## config.mk

```make
export PLATFORM = sky130hd
export DESIGN_NAME = seg_scan_ctrl_flat
export DESIGN_NICKNAME = d
export VERILOG_FILES = /design/src/rtl/seg_pkg.sv /design/src/rtl/seg_scan_ctrl_if.sv /design/src/rtl/seg_tick.sv /design/src/rtl/seg_scan_ctrl.sv /design/src/flat_wrapper.sv
export SDC_FILE = /design/constraint.sdc
export NUM_CORES = 1
export LEC_CHECK = 0
export CORE_UTILIZATION = 55
export CTS_BUF_LIST = sky130_fd_sc_hd__clkbuf_2 sky130_fd_sc_hd__clkbuf_4 sky130_fd_sc_hd__clkbuf_8
export CTS_CLUSTER_DIAMETER = 60
export CTS_CLUSTER_SIZE = 16
export DETAILED_ROUTE_END_ITERATION = 7
export PLACE_DENSITY = 0.85
export SYNTH_ARGS = -nofsm -noshare
export SYNTH_HDL_FRONTEND = slang
export SYNTH_SLANG_ARGS = --single-unit
```

## constraint.sdc

```tcl
create_clock -name clk -period 3.9 [get_ports clk]
set_clock_uncertainty 0.05 [all_clocks]
set_input_delay 0.39 -clock clk [delete_from_list [all_inputs] [get_ports clk]]
set_output_delay 0.39 -clock clk [all_outputs]
set_load 0.01 [all_outputs]
```

## src/rtl/seg_pkg.sv

```systemverilog
// seg_pkg: shared types, font table and shift-word builder for the segment scanner
package seg_pkg;
  typedef struct packed {logic blank; logic dp; logic [3:0] hex;} seg_ent_t;
  typedef enum logic [1:0] {S_LOAD, S_SHIFT, S_LATCH} seg_st_t;
  localparam logic [7:0] SEG_BLANK = 8'hFF;
  localparam seg_ent_t SEG_ENT_OFF = 6'h20;
  localparam logic [5:0] PH_LATCH = 6'd33;
  localparam logic [5:0] PH_END = 6'd34;
  localparam logic [7:0] SEG_FONT [16] = '{
    8'hc0, 8'hf9, 8'ha4, 8'hb0, 8'h99, 8'h92, 8'h82, 8'hf8,
    8'h80, 8'h90, 8'h88, 8'h83, 8'hc6, 8'ha1, 8'h86, 8'h8e
  };
  function automatic logic [15:0] seg_word(seg_ent_t e, logic [2:0] d);
    logic [7:0] f;
    f = SEG_FONT[e.hex];
    return {e.blank ? SEG_BLANK : {f[7] & ~e.dp, f[6:0]}, 8'd1 << d};
  endfunction
endpackage

```

## src/rtl/seg_scan_ctrl_if.sv

```systemverilog
// seg_scan_ctrl_if: two-requester write port into the digit frame buffer
interface seg_scan_ctrl_if;
  logic wr0_valid, wr0_ready, wr1_valid, wr1_ready;
  logic [2:0] wr0_addr, wr1_addr;
  seg_pkg::seg_ent_t wr0_data, wr1_data;
  modport master(
    output wr0_valid, wr0_addr, wr0_data, wr1_valid, wr1_addr, wr1_data,
    input wr0_ready, wr1_ready
  );
  modport slave(
    input wr0_valid, wr0_addr, wr0_data, wr1_valid, wr1_addr, wr1_data,
    output wr0_ready, wr1_ready
  );
endinterface

```

## src/rtl/seg_tick.sv

```systemverilog
// seg_tick: prescaler emitting a one-cycle tick every HALF_DIV clocks
module seg_tick #(
  parameter int HALF_DIV = 512
) (
  input  logic clk,
  input  logic rst,
  output logic tick
);
  localparam int CW = $clog2(HALF_DIV);
  logic [CW-1:0] r_cnt;
  assign tick = r_cnt == CW'(HALF_DIV - 1);
  always_ff @(posedge clk)
    r_cnt <= (rst || tick) ? '0 : r_cnt + CW'(1);
endmodule

```

## src/rtl/seg_scan_ctrl.sv

```systemverilog
// seg_scan_ctrl: arbitrated 8-digit frame buffer scanned out to a 74HC595 chain
module seg_scan_ctrl import seg_pkg::*; #(
  parameter int HALF_DIV = 512,
  parameter int NDIG = 8
) (
  input  logic            clk,
  input  logic            rst,
  seg_scan_ctrl_if.slave  wr,
  output logic            o_segdata,
  output logic            o_shclk,
  output logic            o_stclk,
  output logic            o_frame_done
);
  seg_st_t r_st, w_st;
  seg_ent_t r_buf [NDIG];
  logic r_rr, w_g0, w_g1, w_tick;
  logic [5:0] r_ph, w_ph, w_np;
  logic [2:0] r_dig, w_dig;
  logic [15:0] r_sh, w_sh, w_word;
  logic r_sd, w_sd, r_sc, w_sc, r_lc, w_lc, r_fd, w_fd;
  seg_tick #(.HALF_DIV(HALF_DIV)) u_tick (.clk(clk), .rst(rst), .tick(w_tick));
  assign w_g0 = !rst && wr.wr0_valid && (!wr.wr1_valid || !r_rr);
  assign w_g1 = !rst && wr.wr1_valid && (!wr.wr0_valid || r_rr);
  assign wr.wr0_ready = w_g0;
  assign wr.wr1_ready = w_g1;
  assign w_word = seg_word(r_buf[r_dig], r_dig);
  assign w_np = r_ph + 6'd1;
  assign o_segdata = r_sd;
  assign o_shclk = r_sc;
  assign o_stclk = r_lc;
  assign o_frame_done = r_fd;
  always_comb begin
    w_st = r_st;
    w_ph = r_ph;
    w_dig = r_dig;
    w_sh = r_sh;
    w_sd = r_sd;
    w_sc = r_sc;
    w_lc = r_lc;
    w_fd = 1'b0;
    case (r_st)
      S_LOAD: begin
        w_sh = w_word;
        w_st = S_SHIFT;
        w_ph = (r_ph == PH_END) ? 6'd1 : 6'd0;
        w_sd = (r_ph == PH_END) ? w_word[15] : r_sd;
      end
      S_SHIFT: if (w_tick) begin
        w_ph = w_np;
        w_st = (w_np == PH_LATCH) ? S_LATCH : S_SHIFT;
        w_sc = !w_np[0];
        w_lc = w_np == PH_LATCH;
        w_sd = (w_np[0] && w_np != PH_LATCH) ? r_sh[~w_np[4:1]] : r_sd;
      end
      S_LATCH: if (w_tick) begin
        w_ph = (r_ph == PH_END) ? r_ph : w_np;
        w_st = (r_ph == PH_END) ? S_LOAD : S_LATCH;
        w_lc = r_ph != PH_END;
        w_dig = (r_ph == PH_END) ? r_dig + 3'd1 : r_dig;
        w_fd = r_ph == PH_END && r_dig == 3'(NDIG - 1);
      end
      default: w_st = S_LOAD;
    endcase
  end
  always_ff @(posedge clk)
    if (rst) begin
      r_rr <= 1'b0;
      for (int i = 0; i < NDIG; i++) r_buf[i] <= SEG_ENT_OFF;
      r_st <= S_LOAD;
      r_ph <= '0;
      r_dig <= '0;
      r_sh <= '0;
      r_sd <= 1'b0;
      r_sc <= 1'b0;
      r_lc <= 1'b0;
      r_fd <= 1'b0;
    end else begin
      r_rr <= (wr.wr0_valid && wr.wr1_valid) ? !r_rr : r_rr;
      if (w_g0) r_buf[wr.wr0_addr] <= wr.wr0_data;
      if (w_g1) r_buf[wr.wr1_addr] <= wr.wr1_data;
      r_st <= w_st;
      r_ph <= w_ph;
      r_dig <= w_dig;
      r_sh <= w_sh;
      r_sd <= w_sd;
      r_sc <= w_sc;
      r_lc <= w_lc;
      r_fd <= w_fd;
    end
endmodule

```

## src/flat_wrapper.sv

```systemverilog
// flat-port wrapper written by rule: the top's interface ports become plain ports
module seg_scan_ctrl_flat import seg_pkg::*;
#(
  parameter int HALF_DIV = 512,
  parameter int NDIG = 8
)
  (clk, rst, o_segdata, o_shclk, o_stclk, o_frame_done, wr_wr0_valid, wr_wr0_addr, wr_wr0_data, wr_wr1_valid, wr_wr1_addr, wr_wr1_data, wr_wr0_ready, wr_wr1_ready);
  seg_scan_ctrl_if wr_i ();
  input  logic clk;
  input  logic rst;
  output logic o_segdata;
  output logic o_shclk;
  output logic o_stclk;
  output logic o_frame_done;
  input wire logic [$bits(wr_i.wr0_valid)-1:0] wr_wr0_valid;
  input wire logic [$bits(wr_i.wr0_addr)-1:0] wr_wr0_addr;
  input wire logic [$bits(wr_i.wr0_data)-1:0] wr_wr0_data;
  input wire logic [$bits(wr_i.wr1_valid)-1:0] wr_wr1_valid;
  input wire logic [$bits(wr_i.wr1_addr)-1:0] wr_wr1_addr;
  input wire logic [$bits(wr_i.wr1_data)-1:0] wr_wr1_data;
  output wire logic [$bits(wr_i.wr0_ready)-1:0] wr_wr0_ready;
  output wire logic [$bits(wr_i.wr1_ready)-1:0] wr_wr1_ready;
  assign wr_i.wr0_valid = wr_wr0_valid;
  assign wr_i.wr0_addr = wr_wr0_addr;
  assign wr_i.wr0_data = wr_wr0_data;
  assign wr_i.wr1_valid = wr_wr1_valid;
  assign wr_i.wr1_addr = wr_wr1_addr;
  assign wr_i.wr1_data = wr_wr1_data;
  assign wr_wr0_ready = wr_i.wr0_ready;
  assign wr_wr1_ready = wr_i.wr1_ready;
  seg_scan_ctrl #(.HALF_DIV(HALF_DIV), .NDIG(NDIG)) u_core (.clk(clk), .rst(rst), .wr(wr_i), .o_segdata(o_segdata), .o_shclk(o_shclk), .o_stclk(o_stclk), .o_frame_done(o_frame_done));
endmodule
```

==> impl_metrics.tcl, run 1 <==
set metrics [dict create \
    fmax_mhz 354 \
    cp_data_required_time_ns 4.09 \
    post-route-period-util_pct 72.4 \
    grt_pass1_vias 3413 \
    dieWidth_um 95.5 \
    drv_cap 0 \
    power.total_w 0.00193 \
    tns_ns 0 \
    antenna_found_initial 0 \
    cts.repair.resized 0 \
    swShare_pct 27.7 \
    synth_area_leaders "edfxtp_1 30%, dfxtp_1 18%, nor2_1 7.0%, ha_1 5.5%, mux2i_1 5.0%" \
    async_reset_ff_share_pct 0 \
    fp.coreArea_sq_um 8340 \
    drt_iter0_markers 171 \
    area_growth_pct 10.1 \
    syn-num-nets 512 \
    synth_top_area_cell "edfxtp_1" \
    hold_buffers 0 \
    power_leakage_nw 2.01 \
    port_buffers 27 \
    post_cts_buffers 0 \
    synth_cell_types 55 \
    status "finished clean" \
    synth.most_common_cell "nor2_1" \
    p_sw_w 0.000535 \
    clk_latency_ns 0.36 \
    ys_warn_count 0 \
    setup_ws_ns 1.08 \
    synth-seq-area-share_pct 48.3 \
    synth_top_area_share_pct 30.0 \
    htreeDepth 3 \
    dieArea_sq_um 9120 \
    critPathBufInv 1 \
    clockBufferDepth 2 \
    wl_mm 9.68 \
    slew_violations 0 \
    clockPowerShare_pct 33.4 \
    powerDensity_nw_per_um2 364 \
    synth_cells 469 \
    pre_cts_ws_ns 1.05 \
    ys.flop_type "edfxtp_1" \
    maxSlewHeadroom_pct 36.1 \
    ys_top_cells_by_count "90 x nor2_1, 48 x edfxtp_1, 44 x dfxtp_1, 32 x nand2_1, 24 x mux2i_1" \
    drtAntennaViolNets 0 \
    crit_type "register to register" \
    grt_pass1_wl_mm 15.8 \
    io_pins 28 \
    final_core_util_pct 63.5 \
    synth_seq_cells 92 \
    nets 527 \
    n_antenna_cell 0 \
    slowest_stage "dfxtp_1" \
    grt_max_degree 39 \
    wl_per_cell_um 16.3 \
    cts_tree "yes" \
    rsz0062_at_grt "no" \
    instances_no_fill 594 \
    clk_pin_slew_ns 0.11 \
    dr.pass1.iters 6 \
    fin_crit_ns 2.82 \
    dp.cells 578 \
    clock-sinks 92 \
    seq_power_share_pct 55.8 \
    cts_root_buffer "clkbuf_8" \
    synth.avg_cell_area_sq_um 10.3 \
    combPwrFrac_pct 10.8 \
    crit_family "multiplexers" \
    critical_path.max_stage_delay_ns 0.71 \
    initial_utilization_pct 57.7 \
    start_kind "register" \
    arrival_ns 3.01 \
    drive_above_1_share_pct 6.75 \
    setup_violations 0 \
    die_h_um 95.5 \
    synth_edf_count 48 \
    track_usage_pct 23.0 \
    rows 33 \
    hpwl_mm 6.81 \
    crit_fanout 14 \
    grt_overflow 0 \
    gp_congestion 0.838 \
    hold_class "register to register" \
    drc 0 \
    via_per_inst 5.91 \
    numCtsBuffers 9 \
    power.internal_w 0.00140 \
    ir_drop_uv 223 \
    syn_area_sq_um 4810 \
    vias 3512 \
    worst_slew_pin_slew_ns 0.932 \
    finalHoldViolations 0 \
    cp-end-kind "register" \
    path_cells "mux4_1, mux2i_4, inv_1, ha_1, or3_1, a31oi_1, nor3_1" \
]
cell usage in the layout (no fill, tap or decap), drive strengths merged, types with 3 or more instances in the layout:
cell type      instances
nor4                   5
mux2                   6
inv                   23
mux4                   9
clkdlybuf4s50         27
or2                    3
xor2                   7
a22oi                  3
and2                   4
dfxtp                 44
nor2                  90
a21oi                 17
o21ai                 12
clkinv                 4
a221oi                 4
xnor2                  4
ha                    21
o22ai                  3
and3                   5
nand2                 32
nand3                 18
edfxtp                48
nor2b                  7
mux2i                 26
or3                    6
nor3                   9
clkbuf                 9
nand2b                17
power by group through the flow:
stage / clock network, W / registers [W] / logic (W)
3_3_place_gp: 0 / 0.00110 / 0.000199
6_report: 0.000644 / 0.00108 / 0.000208
3_5_place_dp: 0 / 0.00110 / 0.000205
4_1_cts: 0.000648 / 0.00108 / 0.000207
2_1_floorplan: 0 / 0.00109 / 0.000146
5_1_grt: 0.000690 / 0.00108 / 0.000230
worst register-to-register path, stage by stage, from the launching register on:
cell and delay, ns:
dfxtp_1 0.71, mux4_1 0.68, mux2i_4 0.29, inv_1 0.11, ha_1 0.27, or3_1 0.37
a31oi_1 0.17, nor3_1 0.06
sequential cells by signal, indices dropped and copies added, names as in the netlist, 2 cells and up, named ones only:
name                 count
u_core.r_dig             3
u_core.r_st              2
u_core.r_ph              6
u_core.r_buf            48
u_core.r_sh             16
u_core.u_tick.r_cnt      9
through the flow:
stage / area, sq um / hold slack, ns
detailed placement: 5090 / 0.388
finish: 5300 / 0.400
CTS: 5300 / 0.404
global route: 5300 / 0.435
global placement: 5090 / 0.376
floorplan: 4810 / 0.363
worst paths after layout:
kind | start | end | slack (ns) | cells past startpoint
worst max-delay path | register | u_core.r_sh[8] | 1.08 | 7
worst min-delay path | u_core.u_tick.r_cnt[0] | u_core.u_tick.r_cnt[0] | 0.40 | 1
worst max register to register | register | u_core.r_sh[8] | 1.08 | 7
worst min register to register | u_core.u_tick.r_cnt[0] | u_core.u_tick.r_cnt[0] | 0.40 | 1
per-layer routing:
metal  GRT usage (%)  part of all wire [%]  vias to the layer above
li1                -                     -                     1689
met1            27.2                    41                     1684
met2            40.5                    52                      112
met3            4.31                   4.5                       27
met4            10.4                   2.7                        0
met5               0                     0                        -
kinds of logic after synthesis:
| family | count (synthesis) | synth area share, % |
|---|---|---|
| and+or+nand+nor | 203 | 19.9 |
| DFF | 92 | 48.3 |
| muxes | 41 | 12.0 |
| xor gates and xnor gates | 11 | 2.39 |
| AOI/OAI and AO/OA | 57 | 7.73 |
| buffers and inverters | 44 | 4.19 |
| adders and majority gates | 21 | 5.46 |
layout make-up:
class	count	area [sq um]
fillers	653	3050
clock buffers	9	124
repair buffers	28	278
clock inverters	7	78.8
well taps	105	131
flip-flops and latches	92	2320
inverters	20	75.1
multi-input cells	333	2290
No activity file was read; power rests on OpenSTA's default activity.
==> run 2, diff against run 1 <==
clock period = 2.62 ns   (was 3.9 ns; I/O delays follow)
==> impl_metrics.tcl, run 2 (same netlist as run 1, synthesis figures left out) <==
set metrics [dict create \
    status "finished clean" \
    drive_above_1_share_pct 11.7 \
    top_regs "u_core.r_buf (48), u_core.r_sh (16), u_core.u_tick.r_cnt (9)" \
    powerDensity_nw_per_um2 531 \
    fmax_mhz 415 \
    via_per_inst 5.80 \
    path_cells "buf_4, mux4_1, mux2i_4, buf_4, nor2b_1, a2111oi_0, nor4_1" \
    crit_top_cell "buf_4" \
    hold_class "register to register" \
    grt_overflow 0 \
    finalHoldViolations 0 \
    clock-sinks 92 \
    initial_utilization_pct 57.7 \
    gp_congestion 0.849 \
    post-route-period-util_pct 91.9 \
    io_pins 28 \
    slew_violations 0 \
    mostFrequentLayoutCells "90 x nor2_1, 48 x edfxtp_1, 42 x dfxtp_1, 32 x nand2_1, 27 x clkdlybuf4s50_1" \
    drv_cap 0 \
    area_growth_pct 14.0 \
    power_leakage_nw 2.13 \
    drtAntennaViolNets 0 \
    dr.pass1.iters 5 \
    track_usage_pct 24.1 \
    dieWidth_um 95.5 \
    crit_family "multiplexers" \
    critical_path_depth 7 \
    numCtsBuffers 9 \
    hold_buffers 0 \
    die_h_um 95.5 \
    start_kind "register" \
    rsz0062_at_grt "no" \
    hold_depth 1 \
    top_register "u_core.r_buf" \
    fin_crit_ns 2.41 \
    drt_iter0_markers 205 \
    power.total_w 0.00291 \
    grt_pass1_vias 3521 \
    post_cts_buffers 0 \
    grt_pass1_wl_mm 16.6 \
    htreeDepth 3 \
    ir_drop_uv 290 \
    clk_pin_slew_ns 0.10 \
    hpwl_mm 7.39 \
    maxSlewHeadroom_pct 60.5 \
    min_from "u_core.u_tick.r_cnt[0]" \
    cp-end-kind "register" \
    clockBufferDepth 2 \
    crit_fanout 9 \
    antenna_found_initial 0 \
    wl_per_cell_um 16.2 \
    critPathBufInv 2 \
    critical_path.max_stage_delay_ns 0.62 \
    clk_latency_ns 0.38 \
    grt_max_degree 35 \
    port_buffers 27 \
    slowest_stage "mux4_1" \
    drc 0 \
    cp_data_required_time_ns 2.82 \
    worst_slew_pin_slew_ns 0.589 \
    n_fill_cell 634 \
    vias 3589 \
    n_antenna_cell 0 \
    r2r.worst_path.cells 7 \
    cts_tree "yes" \
    rows 33 \
    layout_commonest_cell "nor2_1" \
    wl_mm 10.0 \
    tns_ns 0 \
    setup_violations 0 \
    fp.coreArea_sq_um 8340 \
    nets 552 \
    dieArea_sq_um 9120 \
    cts_root_buffer "clkbuf_8" \
    largest_reg_flops 48 \
    cts.repair.resized 0 \
    arrival_ns 2.61 \
    crit_type "register to register" \
]
[run 2: metrics by stage]
stage	std cells	worst slack, ns	instance area [sq um]	util (%)	hold WS, ns
3_5_place_dp	603	0.0891	5280	63.3	0.387
3_3_place_gp	603	0.173	5280	63.3	0.376
4_1_cts	619	0.0956	5480	65.7	0.406
5_1_grt	619	0.0787	5480	65.7	0.437
6_report	619	0.213	5480	65.7	0.399
2_1_floorplan	469	0.136	4810	-	0.363
[run 2: cell type report]
| cell class | count | area [sq um] | share of cell area [%] |
|---|---|---|---|
| clock buffers | 9 | 124 | 2.26 |
| clock inverters | 7 | 76.3 | 1.39 |
| inverters | 20 | 75.1 | 1.37 |
| multi-input cells | 333 | 2290 | 41.7 |
| flip-flops and latches | 92 | 2320 | 42.4 |
| well taps | 105 | 131 | 2.40 |
| repair buffers | 53 | 465 | 8.49 |
[run 2: worst register-to-register path, delay by kind of cell (launching register included)]
family / cells / cell delay, ns
AOI/OAI and AO/OA: 1 / 0.37
buffers and inverters: 2 / 0.37
DFF: 1 / 0.44
muxes: 2 / 0.90
and+or+nand+nor: 2 / 0.15
[run 2: power breakdown]
part	leakage [nW]	internal, W	switching [W]
clock	0.104	0.000382	0.000588
combinational	1.19	0.000148	0.000190
sequential	0.837	0.00157	0.0000300
[run 2: path summary, 6_finish.rpt]
| kind | endpoint | slack, ns |
|---|---|---|
| setup / recovery | u_core.r_sh[11] | 0.21 |
| hold / removal | u_core.u_tick.r_cnt[0] | 0.40 |
| setup reg to reg | u_core.r_sh[11] | 0.21 |
| hold reg to reg | u_core.u_tick.r_cnt[0] | 0.40 |
[run 2: layer usage]
metal / share of wire, % / track usage, % / wire length, um
met1: 42 / 29.8 / 4190
met2: 51 / 41.1 / 5100
met3: 5.3 / 5.74 / 529
met4: 2.3 / 8.21 / 228
met5: 0 / 0 / 0
